$ cat src/rtl/gray_seq_ctrl.sv
// rtl/gray_seq_ctrl.sv - Gray-code sequencer with run/step/load control and valid/ready output
// A binary counter is stepped up or down on each accepted value; its Gray image is kept
// in a register updated alongside it, so gray_out never depends combinationally on inputs.
module gray_seq_ctrl #(
   parameter int WIDTH = 4
) (
   input  logic             clk,
   input  logic             rst_n,
   input  logic             start,
   input  logic             stop,
   input  logic             step,
   input  logic             dir,
   input  logic             load,
   input  logic [WIDTH-1:0] load_val,
   input  logic             out_ready,
   output logic             out_valid,
   output logic [WIDTH-1:0] gray_out,
   output logic [WIDTH-1:0] bin_out,
   output logic             busy,
   output logic             wrap
);

   typedef enum logic [1:0] {
      S_IDLE = 2'd0,
      S_RUN  = 2'd1,
      S_ONE  = 2'd2
   } state_t;

   localparam logic [WIDTH-1:0] CNT_MAX = '1;
   localparam logic [WIDTH-1:0] CNT_ONE = {{(WIDTH-1){1'b0}}, 1'b1};

   state_t           state, state_nxt;
   logic [WIDTH-1:0] bin_q, bin_nxt;
   logic [WIDTH-1:0] gray_q, gray_nxt;
   logic             wrap_q, wrap_nxt;
   logic             xfer;
   logic [WIDTH-1:0] adv_val;
   logic             adv_wrap;

   assign xfer = (state != S_IDLE) && out_ready;

   always_comb begin
      adv_val  = dir ? (bin_q - CNT_ONE) : (bin_q + CNT_ONE);
      adv_wrap = dir ? (bin_q == '0) : (bin_q == CNT_MAX);
   end

   always_comb begin
      state_nxt = state;
      bin_nxt   = bin_q;
      wrap_nxt  = 1'b0;
      case (state)
         S_IDLE: begin
            if (load) begin
               bin_nxt = load_val;
            end else if (start) begin
               state_nxt = S_RUN;
            end else if (step) begin
               state_nxt = S_ONE;
            end
         end
         S_RUN: begin
            // stop still lets a same-cycle transfer complete before leaving RUN
            if (xfer) begin
               bin_nxt  = adv_val;
               wrap_nxt = adv_wrap;
            end
            if (stop) begin
               state_nxt = S_IDLE;
            end
         end
         S_ONE: begin
            if (xfer) begin
               bin_nxt   = adv_val;
               wrap_nxt  = adv_wrap;
               state_nxt = S_IDLE;
            end
         end
         default: begin
            state_nxt = S_IDLE;
         end
      endcase
      gray_nxt = bin_nxt ^ (bin_nxt >> 1);
   end

   always_ff @(posedge clk or negedge rst_n) begin
      if (!rst_n) begin
         state <= S_IDLE;
      end else begin
         state <= state_nxt;
      end
   end

   always_ff @(posedge clk or negedge rst_n) begin
      if (!rst_n) begin
         bin_q  <= '0;
         gray_q <= '0;
         wrap_q <= 1'b0;
      end else begin
         bin_q  <= bin_nxt;
         gray_q <= gray_nxt;
         wrap_q <= wrap_nxt;
      end
   end

   assign out_valid = (state != S_IDLE);
   assign busy      = (state != S_IDLE);
   assign bin_out   = bin_q;
   assign gray_out  = gray_q;
   assign wrap      = wrap_q;

endmodule

$ cat config.mk
export PLATFORM = sky130hd
export DESIGN_NAME = gray_seq_ctrl
export DESIGN_NICKNAME = d
export VERILOG_FILES = /design/src/rtl/gray_seq_ctrl.sv
export SDC_FILE = /design/constraint.sdc
export NUM_CORES = 1
export LEC_CHECK = 0
export CAP_MARGIN = 20
export CORE_MARGIN = 4
export CORE_UTILIZATION = 30
export CTS_BUF_LIST = sky130_fd_sc_hd__clkbuf_2
export CTS_CLUSTER_DIAMETER = 60
export DETAILED_ROUTE_END_ITERATION = 6
export PLACE_DENSITY = 0.64
export SYNTH_ARGS = -nofsm -noshare
export SYNTH_HDL_FRONTEND = slang
export SYNTH_SLANG_ARGS = --single-unit
$ cat constraint.sdc
create_clock -name clk -period 1.9 [get_ports clk]
set_input_delay 0.38 -clock clk [delete_from_list [all_inputs] [get_ports clk]]
set_output_delay 0.38 -clock clk [all_outputs]
set_load 0.005 [all_outputs]
* After elaboration in Yosys (flattened, before gate mapping)
Cells that the tools add are included.
Word-level totals: word-level logic and storage cells 33, output and inout port bits 11, flip-flop bits (word level) 11, input port bits 12
Cells by class: mux-type cells 13, reduce and logical (&&, ||, !) cells 6, add/subtract/negate cells 2, equality and inequality tests 7, bitwise logic cells 1
Operators with widths (number):
- $mux W4 | 3
- $mux W2 | 5
- $pmux W4 S2 | 1
- $ne A2 B2 Y1 const B | 3
- $pmux W2 S3 | 1
- $add A4 B1 Y4 const B | 1
- $eq A4 B4 Y1 const B | 1
- $logic_not A4 Y1 | 1
- $reduce_and A4 Y1 | 1
- $sub A4 B1 Y4 const B | 1
- $xor A4 B3 Y4 | 1
- $mux W1 | 3
- $ne A3 B3 Y1 const B | 1
- $eq A2 B1 Y1 const B | 1
- $eq A2 B2 Y1 const B | 1
- $logic_not A2 Y1 | 1
- $reduce_bool A2 Y1 | 1
- $reduce_or A2 Y1 | 1
- $logic_and A1 B1 Y1 | 1

* Longest topological paths before layout
word-level depth 5, depth in mapped cells 8, mapped depth without buffers 7

* Worst setup path after synthesis
Ideal clock, no wire load.
kind register to register, start register state[0], end register gray_q[2] (netlist: gray_out[2]), period minus slack after synthesis 1.805 ns, stages on the path, launching flop included 7, library setup time 0.079 ns, arrival time 1.726 ns, path slack 0.095 ns, data required time 1.821 ns, path buffers 0, cells stage by stage dfrtp_1 > inv_1 > ha_1 > nand2_1 > or4_1 > a32oi_1 > xor2_1
Between the ends: longest elaborated chain between the ends 5, elaborated cells between the ends (all ways) 9, those cells by class 2 x eq/ne; 2 x mux; 1 x bitwise; 4 x reduce/logical
Ends and longest elaborated chain:
- from (decl) | line 32 | state_t state, state_nxt;
- from (signal assigned) | line 89 | state <= state_nxt;
- $reduce_bool A2 Y1 | line 40 | assign xfer = (state != S_IDLE) && out_ready;
- $logic_and A1 B1 Y1 | line 40
- $mux W4 | line 63, 72
- $pmux W4 S2 * | line 51 | case (state)
- named net bin_nxt[3] | line 33 | logic [WIDTH-1:0] bin_q, bin_nxt;
- $xor A4 B3 Y4 * | line 82 | gray_nxt = bin_nxt ^ (bin_nxt >> 1);
- named net gray_nxt[2] | line 34 | logic [WIDTH-1:0] gray_q, gray_nxt;
- to (signal assigned) | line 100 | gray_q <= gray_nxt;
- to (decl) | line 34
The timed path passes the listed nets; every way through them passes the cells marked *. A chain may end at the register's enable or synchronous reset.

* Final worst setup path
start input port dir, end register gray_q[2] (netlist: gray_out[2])
Between the ends: longest elaborated chain between the ends 4
Ends and longest elaborated chain:
- from (decl) | line 12 | input logic dir,
- $mux W4 | line 43 | adv_val = dir ? (bin_q - CNT_ONE) : (bin_q + CNT_ONE);
- $mux W4 | line 63, 72
- $pmux W4 S2 | line 51
- named net bin_nxt[3] | line 33
- $xor A4 B3 Y4 | line 82
- named net gray_nxt[2] | line 34
The timed path passes the listed nets, and every way through them passes these cells.

==> results_dict.tcl <==
set metrics [dict create \
    status "finished clean" \
    dp_hpwl_mm 1.31 \
    period_minus_slack_ns 1.86 \
    yosysWarningCount 0 \
    p_int_mw 0.934 \
    grt_first_pass_wirelength_mm 2.89 \
    syn_nets 89 \
    finish.utilization_pct 51.7 \
    clockBufferDepth 2 \
    cp-end-kind "register" \
    drt_iter0_markers 16 \
    cp.required_ns 2.07 \
    pwr-share-seq_pct 24.5 \
    p_sw_mw 0.612 \
    hold_path_class "input pin to async pin" \
    boundaryPins 23 \
    die-area_mm2 0.00308 \
    viasPerCell 4.87 \
    htree_levels 1 \
    ir_drop_mv 0.814 \
    vias 643 \
    ant_nets 0 \
    core_mm2 0.00204 \
    fin_crit_sh_pct 98.0 \
    cts_tree "built" \
    root_buffer "clkbuf_2" \
    slew_headroom_pct 71.1 \
    area_growth_pct 56.1 \
    ys_seq_elements 10 \
    most-common-layout-cells "clkdlybuf4s50_1 (21), buf_4 (12), dfrtp_1 (10)" \
    port_buffers 22 \
    p_clk_share_pct 7.3 \
    hold_buffers 0 \
    wl_per_cell_um 12.9 \
    cap_violations 0 \
    ys_seq_area_share_pct 37.0 \
    finalHoldViolCount 0 \
    cts_sinks 10 \
    cp_cell_sequence "dlygate4sd2_1 -> ha_1 -> a21o_1 -> a21oi_2 -> or4_4 -> a32oi_2 -> xor2_1" \
    antenna_found_initial 0 \
    worst_pin_slew_ns 0.432 \
    power_per_cell_area_mw_per_mm2 1470 \
    synthArstFlopShare_pct 100 \
    core.rowCount 16 \
    arrival_ns 2.04 \
    synth.cell_area_um2 676 \
    syn_area_per_cell_um2 9.65 \
    cpPeakStageDelay_ns 0.48 \
    synth_ff_type "dfrtp_1" \
    firstDrtPassIters 5 \
    cts_made_buffers 3 \
    gr-total-overflow 0 \
    syn_inst 70 \
    crit_family "simple AND/OR/NAND/NOR gates" \
    grt_max_degree 11 \
    fp.dieH_um 55.5 \
    p_leak_nw 0.473 \
    drive_gt1_share_pct 23.8 \
    cpMaxStageDelayCell "or4_4" \
    rsz0062_at_grt "true" \
    grt_pass1_vias 637 \
    wl_mm 1.71 \
    num_antenna_cells 0 \
    clkLatencyLatePin_ns 0.25 \
    setup_viol 0 \
    initial_utilization_pct 33.1 \
    timing.hold.ws_ns 0.426 \
    fmax_mhz 537 \
    grt_usage_pct 11.6 \
    swShare_pct 39.6 \
    clkTransAtPathRegs_ns 0.10 \
    die_w_um 55.5 \
    maxSlewViolCount 0 \
    critical_path_buf_inv_count 1 \
    cp_max_fo 5 \
    drcViolationCount 0 \
    fin_skew_ns 0.00962 \
    gp_congestion 0.829 \
    critical_path_class "input pin to register" \
    mostFrequentLayoutCell "clkdlybuf4s50_1" \
    synth_edf_count 0 \
    nNetsFinal 125 \
    cp-start-kind "input pin" \
    synth_cell_types 27 \
    power_frac_comb_pct 68.2 \
]
metrics by stage:
| step | cells | power, mW | instance area (µm²) | setup WS (ns) | setup TNS, ns |
|---|---|---|---|---|---|
| after detailed placement | 128 | 1.33 | 993 | -0.463 | -2.03 |
| after global placement | 128 | 1.31 | 993 | -0.409 | -1.87 |
| final | 132 | 1.55 | 1050 | 0.0373 | 0 |
| after CTS | 132 | 1.47 | 1020 | 0.00503 | 0 |
| after global routing | 132 | 1.70 | 1050 | -0.0664 | -0.0664 |
| after floorplan | 70 | 0.906 | 676 | 0.0947 | 0 |
synthesized netlist by cell type (2+ instances only):
cell	count	share of area (%)
a21oi_1	4	3.0
inv_1	7	3.9
nor3_1	3	2.2
o2bb2ai_1	2	2.6
xnor2_1	2	2.6
nand2_1	5	2.8
buf_4	2	2.2
a22o_1	2	2.6
o21ai_0	4	3.0
ha_1	6	11
a32oi_1	2	2.6
dfrtp_1	10	37
xor2_1	3	3.9
nand2b_1	4	3.7
nand3_1	2	1.5
worst register-to-register path, cell delays in order (launching register included):
cell,delay [ns]
dfrtp_1,0.40
ha_1,0.28
a21o_1,0.12
a21oi_2,0.06
or4_4,0.48
a32oi_2,0.24
xor2_1,0.19
cells by family after synthesis:
| kind of cell | count (synthesis) | share of synthesized area [%] |
|---|---|---|
| compound gates | 19 | 19.6 |
| xor+xnor | 5 | 6.48 |
| fa+ha+maj | 7 | 14.1 |
| buf+inv | 10 | 7.78 |
| flops | 10 | 37.0 |
| simple gates | 19 | 15.0 |
path summary, 6_finish.rpt:
check | from | endpoint | slack (ns) | cells past startpoint
worst min register to register | state[1] | state[1] | 0.64 | 2
worst max register to register | bin_out[1] | gray_out[2] | 0.06 | 6
min in group clk | state[1] | state[1] | 0.64 | 2
worst min-delay path | rst_n | gray_out[2] | 0.43 | 1
max in group asynchronous | rst_n | state[1] | 1.17 | 1
worst max-delay path | dir | gray_out[2] | 0.04 | 7
per-layer routing:
metal	vias up	wire [µm]	part of all wire [%]	global-route usage (%)
li1	318	-	-	-
met1	299	741	43	13.7
met2	24	851	50	20.3
met3	2	109	6.4	4.66
met4	0	3	0.18	1.04
met5	-	0	0	0
power groups by stage:
| stage | combinational (mW) | clock, mW | sequential [mW] |
|---|---|---|---|
| after floorplan | 0.506 | 0 | 0.399 |
| after global placement | 0.933 | 0 | 0.382 |
| after detailed placement | 0.946 | 0 | 0.383 |
| after CTS | 0.970 | 0.120 | 0.378 |
| after global routing | 1.17 | 0.132 | 0.394 |
| final | 1.05 | 0.114 | 0.379 |
area by class of cell:
class | count | area, µm²
clock inverter | 1 | 3.75
sequential | 10 | 250
timing repair buffer | 34 | 309
tap | 27 | 33.8
fill | 214 | 987
multi-input combinational | 50 | 417
clock buffer | 3 | 15.0
inverter | 7 | 26.3
sequential cells by signal, indices dropped and copies added (netlist names):
signal and flops:
bin_out 4, gray_out 3, state 2, wrap 1
timing repair:
action | 4_1_cts | 5_1_grt
buffers inserted | 0 | 0
pin swaps | 0 | 2
endpoints found under the setup margin | 7 | 5
gates resized for setup | 3 | 6
cloned | 0 | 0
(Power assumes the default switching activity.)
